==> src/rtl/countdown_timer_pkg.sv <==
// Shared clock-block definitions: status encoding used by the stopwatch and the
// countdown timer, plus the minutes:seconds count type and its decrement helper.
package countdown_timer_pkg;

    typedef enum logic [1:0] {
        ST_IDLE   = 2'b00,
        ST_RUN    = 2'b01,
        ST_PAUSED = 2'b10,
        ST_DONE   = 2'b11
    } status_t;

    localparam int unsigned SEC_MAX = 59;

    typedef struct packed {
        logic [7:0] minutes;
        logic [5:0] seconds;
    } mmss_t;

    // Borrow from minutes when seconds are exhausted; saturates at 00:00.
    function automatic mmss_t mmss_dec(input mmss_t t);
        mmss_t r;
        r = t;
        if (t.seconds != 6'd0) begin
            r.seconds = t.seconds - 6'd1;
        end else if (t.minutes != 8'd0) begin
            r.minutes = t.minutes - 8'd1;
            r.seconds = 6'(SEC_MAX);
        end
        return r;
    endfunction

endpackage

==> src/rtl/countdown_timer_tick_gen.sv <==
// One-cycle clock-enable every INPUT_FREQ cycles; a synchronous zero input
// holds the prescaler at 0 so the next tick lands a full period later.
module tick_gen #(
    parameter int INPUT_FREQ = 100
) (
    input  logic clk,
    input  logic rst,
    input  logic zero,
    output logic tick
);

    localparam int W = (INPUT_FREQ > 2) ? $clog2(INPUT_FREQ) : 1;
    localparam logic [W-1:0] LAST = W'(INPUT_FREQ - 1);

    logic [W-1:0] cnt_reg;

    always_ff @(posedge clk or posedge rst) begin
        if (rst) begin
            cnt_reg <= '0;
        end else if (zero || cnt_reg == LAST) begin
            cnt_reg <= '0;
        end else begin
            cnt_reg <= cnt_reg + 1'b1;
        end
    end

    assign tick = (cnt_reg == LAST);

endmodule

==> src/rtl/countdown_timer.sv <==
// Minutes:seconds countdown timer with start/stop/clear/load control, a
// one-cycle expiry pulse and a sticky alarm level.
module countdown_timer
    import countdown_timer_pkg::*;
#(
    parameter int INPUT_FREQ = 100,
    parameter int MAX_MIN    = 99
) (
    input  logic       clk,
    input  logic       rst,
    input  logic       load,
    input  logic [7:0] load_min,
    input  logic [5:0] load_sec,
    input  logic       start,
    input  logic       stop,
    input  logic       clear,
    output logic [7:0] minutes,
    output logic [5:0] seconds,
    output logic [1:0] status,
    output logic       expired,
    output logic       alarm
);

    localparam logic [7:0] MAX_MIN_L = 8'(MAX_MIN);
    localparam logic [5:0] SEC_MAX_L = 6'(SEC_MAX);

    status_t state_reg, state_next;
    mmss_t   cnt_reg, cnt_next;
    mmss_t   cnt_dec, cnt_load;
    logic    alarm_reg, alarm_next;
    logic    expired_reg, expired_next;
    logic    do_dec;
    logic    tick;
    logic    presc_zero;

    // Zero the prescaler whenever we are not running or about to leave RUN,
    // so every entry into RUN waits a full INPUT_FREQ period.
    assign presc_zero = (state_reg != ST_RUN) || (state_next != ST_RUN);

    tick_gen #(
        .INPUT_FREQ(INPUT_FREQ)
    ) u_tick_gen (
        .clk (clk),
        .rst (rst),
        .zero(presc_zero),
        .tick(tick)
    );

    assign cnt_dec          = mmss_dec(cnt_reg);
    assign cnt_load.minutes = (load_min > MAX_MIN_L) ? MAX_MIN_L : load_min;
    assign cnt_load.seconds = (load_sec > SEC_MAX_L) ? SEC_MAX_L : load_sec;

    always_comb begin
        state_next   = state_reg;
        cnt_next     = cnt_reg;
        alarm_next   = alarm_reg;
        expired_next = 1'b0;
        do_dec       = 1'b0;

        if (clear) begin
            state_next = ST_IDLE;
            cnt_next   = '0;
            alarm_next = 1'b0;
        end else if (load) begin
            // A load during RUN is ignored but still masks stop/start.
            if (state_reg != ST_RUN) begin
                state_next = ST_IDLE;
                cnt_next   = cnt_load;
                alarm_next = 1'b0;
            end else begin
                do_dec = tick;
            end
        end else if (stop) begin
            if (state_reg == ST_RUN) begin
                state_next = ST_PAUSED;
            end
        end else if (state_reg == ST_RUN) begin
            do_dec = tick;
        end else if (start && (state_reg == ST_IDLE || state_reg == ST_PAUSED)
                     && cnt_reg != '0) begin
            state_next = ST_RUN;
        end

        if (do_dec) begin
            cnt_next = cnt_dec;
            if (cnt_dec == '0) begin
                state_next   = ST_DONE;
                expired_next = 1'b1;
                alarm_next   = 1'b1;
            end
        end
    end

    always_ff @(posedge clk or posedge rst) begin
        if (rst) begin
            state_reg   <= ST_IDLE;
            cnt_reg     <= '0;
            alarm_reg   <= 1'b0;
            expired_reg <= 1'b0;
        end else begin
            state_reg   <= state_next;
            cnt_reg     <= cnt_next;
            alarm_reg   <= alarm_next;
            expired_reg <= expired_next;
        end
    end

    assign minutes = cnt_reg.minutes;
    assign seconds = cnt_reg.seconds;
    assign status  = state_reg;
    assign expired = expired_reg;
    assign alarm   = alarm_reg;

endmodule

==> config.mk <==
export PLATFORM = sky130hd
export DESIGN_NAME = countdown_timer
export DESIGN_NICKNAME = d
export VERILOG_FILES = /design/src/rtl/countdown_timer_pkg.sv /design/src/rtl/countdown_timer_tick_gen.sv /design/src/rtl/countdown_timer.sv
export SDC_FILE = /design/constraint.sdc
export NUM_CORES = 1
export LEC_CHECK = 0
export CORE_ASPECT_RATIO = 0.9
export CORE_MARGIN = 2
export CORE_UTILIZATION = 30
export CTS_BUF_LIST = sky130_fd_sc_hd__clkbuf_8
export CTS_CLUSTER_DIAMETER = 100
export DETAILED_ROUTE_END_ITERATION = 7
export DONT_BUFFER_PORTS = 1
export MAX_ROUTING_LAYER = met4
export PLACE_DENSITY = 0.43
export SLEW_MARGIN = 0
export SYNTH_ARGS = -nofsm -noshare
export SYNTH_HDL_FRONTEND = slang
export SYNTH_HIERARCHICAL = 1
export SYNTH_SLANG_ARGS = --single-unit
==> constraint.sdc <==
create_clock -name clk -period 2.43 [get_ports clk]
set_input_delay 0.6075 -clock clk [delete_from_list [all_inputs] [get_ports clk]]
set_output_delay 0.6075 -clock clk [all_outputs]
set_load 0.05 [all_outputs]
==> impl_metrics.prom <==
# TYPE chip_impl_metric gauge
chip_impl_info{name="status",value="complete, no violations"} 1
chip_impl_metric{name="post-route-min-period",unit="ps"} 2270
chip_impl_info{name="layout.cells.most_common",value="buf_4"} 1
chip_impl_metric{name="dp_cells",unit=""} 300
chip_impl_metric{name="grt_start_max_net_pins",unit=""} 19
chip_impl_metric{name="routed-via-count",unit=""} 1703
chip_impl_metric{name="first_iter_violations",unit=""} 96
chip_impl_metric{name="synth.net_count",unit=""} 233
chip_impl_metric{name="grt_pass1_vias",unit=""} 1724
chip_impl_metric{name="initial_cell_density_of_the_core",unit="%"} 31.6
chip_impl_metric{name="worstMarginPinSlew",unit="ps"} 761
chip_impl_info{name="critical_path_class",value="flip-flop to flip-flop"} 1
chip_impl_metric{name="postPlaceCellArea",unit="µm²"} 2100
chip_impl_metric{name="final_sum_of_negative_setup_slack",unit="ps"} 0
chip_impl_metric{name="timing.final.max_slew_violations",unit=""} 0
chip_impl_metric{name="share_of_the_clock_period_used_by_the_worst_path",unit="%"} 93.2
chip_impl_metric{name="coreArea",unit="µm²"} 5760
chip_impl_metric{name="synth_async_sr_flop_share",unit="%"} 100
chip_impl_metric{name="cts.path.max_buffers",unit=""} 2
chip_impl_info{name="clock_tree_from_tritoncts",value="yes"} 1
chip_impl_info{name="synth-main-ff-cell",value="dfrtp_1"} 1
chip_impl_metric{name="syn_inst",unit=""} 208
chip_impl_metric{name="die-height",unit="µm"} 77.9
chip_impl_metric{name="ios",unit=""} 38
chip_impl_metric{name="cts_max_level",unit=""} 1
chip_impl_metric{name="timing.max_cap.violations",unit=""} 0
chip_impl_metric{name="worstSkewPairLatency",unit="ps"} 270
chip_impl_metric{name="worst_clock_skew",unit="ps"} 3.21
chip_impl_metric{name="dp_hpwl",unit="mm"} 4.01
chip_impl_info{name="critPathCaptureType",value="flip-flop"} 1
chip_impl_metric{name="last_weighted_congestion_value_of_the_routability_driven_placer",unit=""} 0.975
chip_impl_metric{name="cts_buffers",unit=""} 3
chip_impl_metric{name="length_of_the_first_detailed_routing_pass_in_iterations",unit=""} 4
chip_impl_metric{name="worst_ep_required_time",unit="ps"} 2600
chip_impl_metric{name="io_buffers",unit=""} 0
chip_impl_metric{name="floorplan.die.width",unit="µm"} 86.1
chip_impl_metric{name="cts_hold_buffers",unit=""} 0
chip_impl_metric{name="vias_per_cell",unit=""} 5.58
chip_impl_metric{name="synth_top_area_share",unit="%"} 34.3
chip_impl_info{name="layout.cells.most_common_list",value="28 x buf_4, 24 x dfrtp_1, 18 x nor2_1"} 1
chip_impl_metric{name="grt_pass1_wl",unit="mm"} 8.63
chip_impl_metric{name="drive_above_1_share",unit="%"} 23.4
chip_impl_metric{name="globalRoute.totalOverflow",unit=""} 0
chip_impl_metric{name="stdcell_area",unit="µm²"} 2190
chip_impl_metric{name="nNetsFinal",unit=""} 261
chip_impl_metric{name="flow.area_growth_from_synthesis",unit="%"} 20.4
chip_impl_metric{name="clkTransAtPathRegs",unit="ps"} 100
chip_impl_info{name="timing.critical_path.from_type",value="flip-flop"} 1
chip_impl_metric{name="synth_area",unit="µm²"} 1820
chip_impl_metric{name="finalHoldViolations",unit=""} 0
chip_impl_metric{name="row_count",unit=""} 26
chip_impl_metric{name="power.density_cell_area",unit="nW/µm²"} 500
chip_impl_metric{name="postLayoutCoreUtil",unit="%"} 38.1
chip_impl_metric{name="edff_count_synth",unit=""} 0
chip_impl_metric{name="number_of_clock_sinks",unit=""} 25
chip_impl_metric{name="antenna_found_initial",unit=""} 0
chip_impl_metric{name="max_freq",unit="GHz"} 0.441
chip_impl_metric{name="synth_seq_area_share",unit="%"} 34.3
chip_impl_metric{name="setup_violations",unit=""} 0
chip_impl_metric{name="synthesis.yosys.warnings",unit=""} 6
chip_impl_metric{name="leakage",unit="nW"} 0.917
chip_impl_info{name="synthTopCellsByArea",value="dfrtp_1 34%, o21ai_1 4.4%, nor2_1 3.9%"} 1
chip_impl_metric{name="synth.ff_latch_count",unit=""} 25
chip_impl_metric{name="largest_reg_flops",unit=""} 8
chip_impl_metric{name="final_cell_count_no_fill",unit=""} 305
chip_impl_metric{name="yosysUniqueCellTypes",unit=""} 58
chip_impl_metric{name="antenna_cells",unit=""} 0
chip_impl_metric{name="worst_ir_drop_on_vdd",unit="mV"} 0.277
chip_impl_info{name="cts.root.buffer_cell",value="clkbuf_8"} 1
chip_impl_metric{name="remaining_drc_errors",unit=""} 0
chip_impl_metric{name="path_max_fanout",unit=""} 4
chip_impl_metric{name="antenna_left",unit=""} 0
chip_impl_metric{name="wp_data_arrival",unit="ps"} 2430
chip_impl_metric{name="slew-limit-headroom",unit="%"} 49.2
chip_impl_metric{name="synth.avg_cell_area",unit="µm²"} 8.76
chip_impl_info{name="post-synth-top-area-cell",value="dfrtp_1"} 1
chip_impl_info{name="rsz0062_at_grt",value="false"} 1
chip_impl_metric{name="avgRoutedWirePerCell",unit="µm"} 16.9
chip_impl_metric{name="dieArea",unit="µm²"} 6710
chip_impl_info{name="min-delay-path-class",value="input port to async pin"} 1
chip_impl_metric{name="track_usage",unit="%"} 16.7
chip_impl_metric{name="routed_wl",unit="mm"} 5.15
[final timing paths]
| check | slack [ps] | depth (start not counted) | endpoint | start |
|---|---|---|---|---|
| max | 160 | 7 | expired$_DFF_PP0_ | seconds[1]$_DFFE_PP0P_ |
| min | 130 | 1 | u_tick_gen/cnt_reg[0]$_DFF_PP0_ | rst |
| max reg2reg | 160 | 7 | expired$_DFF_PP0_ | seconds[1]$_DFFE_PP0P_ |
| min reg2reg | 500 | 1 | u_tick_gen/cnt_reg[0]$_DFF_PP0_ | u_tick_gen/cnt_reg[0]$_DFF_PP0_ |
| max in group asynchronous | 1570 | 1 | seconds[0]$_DFFE_PP0P_ | rst |
| min in group clk | 490 | 2 | alarm$_DFF_PP0_ | clear |
[kinds of logic (layout without fill, tap and decap cells)]
logic type	after synthesis	in the layout	share of synthesized area [%]
compound gates	70	70	26.3
fa+ha+maj	5	5	3.43
mux	3	3	1.65
buf+inv	14	41	2.95
simple gates	87	87	29.4
xor+xnor	4	4	1.92
flops	25	25	34.3
[where the power goes]
part           total (mW)  internal (mW)  switching [mW]
logic               0.373          0.136           0.238
registers           0.461          0.435          0.0255
clock network       0.262          0.116           0.146
[synthesized netlist by cell type, types with 2 or more instances]
cell      instances
o21ai_2           2
a31oi_1           3
nor4b_1           2
o21a_1            3
nor4_1            3
dfrtp_1          25
nor3b_1           2
a22o_1            6
nand2b_1          8
o211ai_1          3
xor2_1            3
nor2_1           19
o31a_1            2
a21oi_1          12
nand3_1           9
a211o_1           2
o21ai_1          16
clkbuf_1          4
nor3_1            5
or2b_1            2
nor2b_1           2
ha_1              5
or2_1             2
nand2_1          11
o21ai_0           7
or3_1             5
nand4_1           4
inv_1             9
mux2i_1           3
[timing repair]
item	4_1_cts	5_1_grt
setup buffers	0	1
gates resized for setup	0	9
endpoints found under the setup margin	0	10
[worst max-delay path, cell delays in order (launching register included)]
cell	delay [ps]
dfrtp_1	400
buf_4	200
or3_1	460
or3_1	320
o211ai_1	200
o21ai_2	130
buf_4	170
nor3_1	270
[layout make-up]
type | count | area, µm²
multi-input cells | 169 | 1190
well taps | 70 | 87.6
fillers | 596 | 3560
clock buffers | 3 | 41.3
repair buffers | 28 | 210
inverters | 9 | 33.8
clock inverters | 1 | 7.51
flip-flops and latches | 25 | 627
[layer usage]
layer / GRT usage, % / part of all wire [%] / vias up
met5: - / 0 / -
li1: - / - / 838
met4: 2.38 / 0.64 / 0
met1: 23.1 / 50 / 814
met2: 24.9 / 43 / 47
met3: 4.89 / 6.8 / 4
[metrics by stage]
step	hold WS (ps)	worst slack [ps]	power, mW
2_1_floorplan	411	12.5	0.721
3_3_place_gp	433	99.0	0.836
3_5_place_dp	442	64.0	0.833
4_1_cts	129	46.7	1.11
5_1_grt	130	13.2	1.17
6_report	133	165	1.10
(Power assumes the default switching activity.)
